`src/rtl/xor_nor_tester.sv`:
```
// rtl/xor_nor_tester.sv - exhaustive 3-input stimulus/check sequencer for an XOR/NOR DUT
module xor_nor_tester #(
    parameter int unsigned SETTLE_CYCLES = 4
) (
    input  logic       Clk,
    input  logic       Rst,
    input  logic       Start,
    input  logic       X_in,
    input  logic       Y_in,
    output logic       A,
    output logic       B,
    output logic       C,
    output logic       Busy,
    output logic       Done,
    output logic [3:0] ErrCount,
    output logic       ErrFlag,
    output logic [2:0] FirstErr
);

    typedef enum logic [2:0] {
        ST_IDLE   = 3'd0,
        ST_APPLY  = 3'd1,
        ST_SETTLE = 3'd2,
        ST_CHECK  = 3'd3,
        ST_DONE   = 3'd4
    } state_t;

    state_t     state_q, state_d;
    logic [2:0] vec_q, vec_d;
    logic [3:0] cnt_q, cnt_d;
    logic [2:0] abc_q, abc_d;
    logic [3:0] err_q, err_d;
    logic [2:0] first_q, first_d;

    logic exp_x;
    logic exp_y;
    logic mismatch;

    assign exp_x    = vec_q[2] ^ vec_q[1];
    assign exp_y    = ~(exp_x | vec_q[0]);
    // X and Y both wrong still counts as one failing vector
    assign mismatch = (X_in != exp_x) || (Y_in != exp_y);

    always_ff @(posedge Clk) begin
        if (Rst) begin
            state_q <= ST_IDLE;
            vec_q   <= 3'd0;
            cnt_q   <= 4'd0;
            abc_q   <= 3'd0;
            err_q   <= 4'd0;
            first_q <= 3'd0;
        end else begin
            state_q <= state_d;
            vec_q   <= vec_d;
            cnt_q   <= cnt_d;
            abc_q   <= abc_d;
            err_q   <= err_d;
            first_q <= first_d;
        end
    end

    always_comb begin
        state_d = state_q;
        vec_d   = vec_q;
        cnt_d   = cnt_q;
        abc_d   = abc_q;
        err_d   = err_q;
        first_d = first_q;
        case (state_q)
            ST_IDLE: begin
                abc_d = 3'd0;
                if (Start) begin
                    state_d = ST_APPLY;
                    vec_d   = 3'd0;
                    err_d   = 4'd0;
                    first_d = 3'd0;
                end
            end
            ST_APPLY: begin
                abc_d   = vec_q;
                cnt_d   = 4'(SETTLE_CYCLES);
                state_d = ST_SETTLE;
            end
            ST_SETTLE: begin
                cnt_d = cnt_q - 4'd1;
                if (cnt_q <= 4'd1) begin
                    state_d = ST_CHECK;
                end
            end
            ST_CHECK: begin
                if (mismatch) begin
                    err_d = err_q + 4'd1;
                    if (err_q == 4'd0) begin
                        first_d = vec_q;
                    end
                end
                if (vec_q == 3'd7) begin
                    state_d = ST_DONE;
                end else begin
                    vec_d   = vec_q + 3'd1;
                    state_d = ST_APPLY;
                end
            end
            ST_DONE: begin
                if (Start) begin
                    state_d = ST_APPLY;
                    vec_d   = 3'd0;
                    err_d   = 4'd0;
                    first_d = 3'd0;
                end
            end
            default: begin
                state_d = ST_IDLE;
            end
        endcase
    end

    assign A        = abc_q[2];
    assign B        = abc_q[1];
    assign C        = abc_q[0];
    assign Busy     = (state_q == ST_APPLY) || (state_q == ST_SETTLE) || (state_q == ST_CHECK);
    assign Done     = (state_q == ST_DONE);
    assign ErrCount = err_q;
    assign ErrFlag  = (err_q != 4'd0);
    assign FirstErr = first_q;

endmodule

```
`config.mk`:
```
export PLATFORM = sky130hd
export DESIGN_NAME = xor_nor_tester
export DESIGN_NICKNAME = d
export VERILOG_FILES = /design/src/rtl/xor_nor_tester.sv
export SDC_FILE = /design/constraint.sdc
export NUM_CORES = 1
export LEC_CHECK = 0
export BUFFER_PORTS_ARGS = -buffer_cell sky130_fd_sc_hd__buf_2
export CAP_MARGIN = 20
export CORE_MARGIN = 5
export CORE_UTILIZATION = 54
export DETAILED_ROUTE_END_ITERATION = 12
export PLACE_DENSITY_LB_ADDON = 0.3
export SLEW_MARGIN = 20
export SYNTH_ARGS = -nofsm -noshare
export SYNTH_HDL_FRONTEND = slang
export SYNTH_SLANG_ARGS = --single-unit
```
`constraint.sdc`:
```
create_clock -name Clk -period 2.35 [get_ports Clk]
set_clock_uncertainty 0.2 [all_clocks]
set_input_delay 0.1175 -clock Clk [delete_from_list [all_inputs] [get_ports Clk]]
set_output_delay 0.1175 -clock Clk [all_outputs]
set_load 0.03 [all_outputs]
```
==> impl_metrics.csv, run 1 <==
group,metric,value,unit
status,outcome,"finished clean",
pwr,cellPowerDensity,696,nW/um2
setup_path,worstPathMaxFanout,5,
logic_synthesis,syn_inst,131,
setup_path,rrSetupSlack,0.31,ns
drt,viasPerCell,5.89,
logic_synthesis,ys_types,38,
setup_path,end_kind,"flip-flop",
sta,tightest_slew,0.586,ns
logic_synthesis,yosys_register_bits,20,
setup_path,r2r_cells,6,
pwr,ir_drop,0.000422,V
pwr,p_int,0.000568,W
logic_synthesis,syn_nets,142,
setup_path,reg2reg_to,"FirstErr[0]",
sta,hold_viol,0,
logic_synthesis,ys.warnings.count,0,
sta,maxSlewHeadroom,60.7,%
pwr,pwr-share-comb,32.3,%
drt,wl_met3,107,um
die,die_y,55.1,um
pwr,p_switching,0.000306,W
drt,routedWlPerCell,13.7,um
die,dieArea,3030,um2
clock_network,clkTransAtPathRegs,0.12,ns
setup_path,cp-start-kind,"flip-flop",
clock_network,clkSinkCount,20,
pwr,seqPwrFrac,44.5,%
grt,grt_pass1_wl,4210,um
die,core,1940,um2
die,row_count,16,
grt,track_usage,19.0,%
logic_synthesis,synth_area_per_cell,8.38,um2
die,initial_core_util,56.5,%
drt,drtIter0Drc,22,
cells_and_area,design_area,1260,um2
clock_network,cts_buffers,3,
clock_network,insertion_delay,0.30,ns
drt,drtAntennaViolNets,0,
setup_path,reg2reg_from,"ErrCount[0]",
cells_and_area,areaGrowthSynthToFinish,14.5,%
sta,rsz0062_at_grt,"false",
pwr,p_sw_share,35.0,%
placed_design,place_area,1210,um2
drt,wl_met1,1130,um
drt,vias,1036,
logic_synthesis,yosysSeqAreaShare,36.5,%
setup_path,arrival,2.03,ns
min_path,hp-class,"primary input to flip-flop",
grt,first_global_vias,999,
sta,fmax,490,MHz
placed_design,gp_congestion,0.824,
min_path,hold-path-cell-count,2,
setup_path,worstSetupPathType,"flip-flop to flip-flop",
drt,remaining_drc_errors,0,
job,maxCapViolations,0,
cells_and_area,antenna_cells,0,
min_path,holdCritStartpoint,"Rst",
sta,finalSetupViolCount,0,
drt,firstDrtPassIters,4,
die,chipWidth,55.1,um
logic_synthesis,synth.cell_area,1100,um2
clock_network,clock_path_buffers,2,
placed_design,dpl.hpwl,1770,um
grt,gr-total-overflow,0,
pwr,leakage,0.531,nW
pwr,clkPwrFrac,23.2,%
clock_network,cts_root_buffer,"clkbuf_4",
min_path,hold_path_end,"state_q[2]",
drt,top_layer,"met4",
sta,period_needed,2.04,ns
drt,routed_wl,2400,um
clock_network,cts_tree,"done",
grt,grt_max_degree,21,
cells_and_area,fin_nets,161,
clock_network,post_cts_resized,0,
die,pin_count,18,
grt,antenna_found_initial,0,
sta,fin_crit_sh,86.9,%
sta,tns,0,ns
clock_network,htree_levels,1,
sta,slew_viol_final,0,
setup_path,crit_required,2.34,ns
cells_and_area,drive_gt1_share,21.5,%
placed_design,io_buffers,17,
drt,wl_met2,1150,um
## registers in the layout, summed over array words and instances, names as in the netlist
signal    count
ErrCount      4
abc_q         3
cnt_q         4
FirstErr      3
state_q       3
vec_q         3
## cell usage after synthesis
master	instances	area, um2
a31oi_1	2	12.5
or3b_4	1	11.3
and2_1	1	6.26
xnor2_1	2	17.5
a211oi_1	1	7.51
or2_2	1	6.26
o311ai_0	3	26.3
o31a_1	1	8.76
ha_1	6	75.1
a21oi_1	17	85.1
mux2i_1	1	10.0
a31o_4	1	17.5
nand3_1	6	30.0
o211ai_1	3	22.5
nand4_1	3	18.8
xor2_2	1	16.3
nor3_2	1	10.0
a311oi_1	1	8.76
a2bb2oi_1	2	17.5
o21ai_0	5	25.0
nand3b_1	3	22.5
clkbuf_1	5	18.8
a21o_1	2	15.0
or3_2	1	7.51
o2111ai_1	1	8.76
a22o_1	1	8.76
nand2_1	5	18.8
nor2_1	11	41.3
or3b_2	1	8.76
nand3b_2	1	11.3
nand2b_1	1	6.26
nand4b_1	1	8.76
a22oi_1	1	7.51
inv_1	10	37.5
buf_2	2	10.0
o31ai_1	1	7.51
dfxtp_1	20	400
nor3_1	5	25.0
## power groups by stage
stage               clock, W  combinational (W)  sequential, W
floorplan                  0           0.000220       0.000392
global placement           0           0.000270       0.000395
detailed placement         0           0.000279       0.000396
CTS                 0.000201           0.000281       0.000389
global route        0.000224           0.000320       0.000393
finish              0.000203           0.000283       0.000389
## area by class of cell
| type | instances | area, um2 |
|---|---|---|
| well taps | 27 | 33.8 |
| clock buffers | 4 | 36.3 |
| fillers | 180 | 686 |
| inverters | 10 | 37.5 |
| repair buffers | 21 | 118 |
| multi-input cells | 94 | 631 |
| flip-flops and latches | 20 | 400 |
## metal layers
layer  global-route usage (%)  vias up
met5                        0        -
met4                     5.67        0
met3                     3.49        2
met2                     30.3       18
met1                     25.9      500
li1                         -      516
## worst max path at each step
| stage | cells past startpoint | start | end |
|---|---|---|---|
| 2_1_floorplan | 6 | ErrCount[0] | FirstErr[0] |
| 3_3_place_gp | 6 | ErrCount[0] | FirstErr[2] |
| 3_5_place_dp | 6 | ErrCount[0] | FirstErr[0] |
| 4_1_cts | 6 | ErrCount[0] | FirstErr[0] |
| 5_1_grt | 6 | ErrCount[0] | FirstErr[0] |
| 6_report | 6 | ErrCount[0] | FirstErr[0] |
## critical path: stages, from the launching register on
cell and delay (ns):
dfxtp_1 0.36, inv_1 0.08, ha_1 0.14, or3b_4 0.38, or2_2 0.30, o311ai_0 0.33, a21oi_1 0.13
## cell usage in the layout (no fill, tap or decap), types with 2 or more instances in the layout
master,n
a31oi_1,2
o211ai_1,3
dfxtp_1,20
clkbuf_4,3
a21o_1,2
a2bb2oi_1,2
nand3_1,6
a21oi_1,17
inv_1,10
nor2_1,11
nand3b_1,3
nor3_1,5
buf_4,3
xnor2_1,2
o311ai_0,3
ha_1,6
nand4_1,3
o21ai_0,5
buf_2,17
nand2_1,5
## what timing repair did
| action | in CTS | in global routing |
|---|---|---|
| hold endpoints to repair | 2 | 0 |
| setup buffers | 0 | 0 |
| hold buffers | 1 | 0 |
## kinds of logic (layout without fill, tap and decap cells)
logic type               count (synthesis)  after routing  share of synthesized area (%)
AO/OA/AOI/OAI                           42             42                           25.4
XOR/XNOR                                 3              3                           3.08
adder cells (fa/ha/maj)                  6              6                           6.84
buffers and inverters                   17             35                           6.04
flip-flops                              20             20                           36.5
multiplexers                             1              1                          0.912
AND/OR/NAND/NOR                         42             42                           21.2
## through the flow
step	setup WS (ns)	std cells	hold WS (ns)	utilization [%]	power, W
5_1_grt	0.207	176	0.00465	64.7	0.000937
3_5_place_dp	0.329	171	0.272	62.3	0.000675
6_report	0.309	176	0.00705	64.7	0.000874
4_1_cts	0.317	176	0.00239	64.7	0.000871
3_3_place_gp	0.450	171	0.258	62.3	0.000664
2_1_floorplan	0.260	131	0.130	-	0.000612
No activity file was read; power rests on OpenSTA's default activity.
==> inputs of run 2 (changes only) <==
- CORE_UTILIZATION: 54 -> 45
==> impl_metrics.csv, run 2 (synthesis gave the netlist of run 1 again) <==
group,metric,value,unit
status,outcome,"finished clean",
die,core,2280,um2
clock_network,cts_buffers,3,
sta,hold_viol,0,
sta,maxSlewHeadroom,62.1,%
setup_path,crit_start,"ErrCount[0]",
cells_and_area,seq_area,400,um2
setup_path,worstPathMaxFanout,5,
setup_path,end_kind,"flip-flop",
cells_and_area,multi_input_area,631,um2
drt,routed_wl,2500,um
clock_network,post-cts-setup-buffers,0,
clock_network,clock_path_buffers,2,
sta,period_needed,1.98,ns
drt,vias,1038,
sta,fmax,506,MHz
pwr,cellPowerDensity,664,nW/um2
setup_path,arrival,1.96,ns
clock_network,post_cts_resized,0,
die,initial_core_util,48.2,%
die,pin_count,18,
drt,firstDrtPassIters,4,
grt,gr-total-overflow,0,
cells_and_area,layout_commonest_cell,"dfxtp_1",
placed_design,gp_congestion,0.784,
sta,tightest_slew,0.565,ns
clock_network,cts_hold_buffers,2,
drt,routedWlPerCell,14.1,um
die,die_y,59.4,um
grt,first_global_vias,965,
cells_and_area,antenna_cells,0,
clock_network,cts_tree,"done",
clock_network,clkTransAtPathRegs,0.11,ns
cells_and_area,areaGrowthSynthToFinish,14.3,%
clock_network,clkSinkCount,20,
sta,rsz0062_at_grt,"false",
cells_and_area,fin_nets,162,
sta,hold_slack,0.0112,ns
drt,drtIter0Drc,53,
cells_and_area,layout_common_cells,"dfxtp_1 (20), a21oi_1 (17), buf_2 (17)",
grt,antenna_found_initial,0,
pwr,leakage,0.531,nW
die,dieArea,3530,um2
placed_design,io_buffers,17,
setup_path,cp-start-kind,"flip-flop",
job,maxCapViolations,0,
setup_path,worstSetupPathType,"flip-flop to flip-flop",
sta,tns,0,ns
grt,grt_max_degree,21,
setup_path,crit_required,2.33,ns
placed_design,preCtsSetupSlack,0.383,ns
sta,setup_ws,0.374,ns
setup_path,reg2reg_from,"ErrCount[0]",
cells_and_area,fillers,211,
min_path,hp-class,"primary input to flip-flop",
die,chipWidth,59.4,um
grt,grt_pass1_wl,4250,um
clock_network,htree_levels,1,
drt,remaining_drc_errors,0,
sta,slew_viol_final,0,
min_path,holdCritStartpoint,"Rst",
pwr,ir_drop,0.000372,V
grt,track_usage,15.4,%
cells_and_area,drive_gt1_share,20.8,%
sta,fin_crit_sh,84.1,%
sta,finalSetupViolCount,0,
clock_network,insertion_delay,0.29,ns
clock_network,cts_root_buffer,"clkbuf_4",
drt,drtAntennaViolNets,0,
placed_design,dpl.hpwl,1780,um
drt,viasPerCell,5.86,
die,row_count,17,
==> run 2: cell types whose count changed in the layout (fill, tap and decap cells not counted) <==
| cell | delta |
|---|---|
| clkbuf_8 | -1 |
| dlygate4sd3_1 | +1 |
==> run 2: path summary, 6_finish.rpt <==
| check | endpoint | slack (ns) | cells after the start |
|---|---|---|---|
| setup / recovery | FirstErr[1] | 0.37 | 6 |
| hold / removal | cnt_q[0] | 0.01 | 2 |
| setup reg to reg | FirstErr[1] | 0.37 | 6 |
| hold reg to reg | abc_q[0] | 0.27 | 2 |
==> run 2: area by class of cell <==
cell class | count | area share, %
Sequential cell | 20 | 31.9
Inverter | 10 | 2.99
Tap cell | 28 | 2.79
Timing Repair Buffer | 22 | 10.2
Clock buffer | 3 | 1.80
Multi-Input combinational cell | 94 | 50.3
==> run 2: stage by stage <==
| stage | area (um2) | utilization, % | cells | power (W) |
|---|---|---|---|---|
| 5_1_grt | 1250 | 55.1 | 177 | 0.000883 |
| 6_report | 1250 | 55.1 | 177 | 0.000832 |
| 3_5_place_dp | 1210 | 53.2 | 172 | 0.000675 |
| 4_1_cts | 1250 | 55.1 | 177 | 0.000838 |
| 2_1_floorplan | 1100 | - | 131 | 0.000612 |
| 3_3_place_gp | 1210 | 53.2 | 172 | 0.000662 |
==> run 2: where the power goes <==
part	switching (W)	total (W)	internal (W)	leakage [nW]
clock	0.000102	0.000161	0.0000596	0.0138
sequential	0.0000255	0.000389	0.000364	0.162
combinational	0.000171	0.000282	0.000111	0.355
==> run 2: per-layer routing <==
| metal | routed length (um) | GRT usage (%) | vias to the layer above |
|---|---|---|---|
| met1 | 1190 | 21.1 | 493 |
| met4 | 25 | 5.50 | 0 |
| met3 | 152 | 3.05 | 4 |
| met2 | 1130 | 23.9 | 26 |
| met5 | 0 | 0 | - |
| li1 | - | - | 515 |
==> run 2: critical path, stage by stage, from the launching register on <==
cell	delay [ns]
dfxtp_1	0.36
inv_1	0.08
ha_1	0.13
or3b_4	0.37
or2_2	0.30
o311ai_0	0.30
a21oi_1	0.11
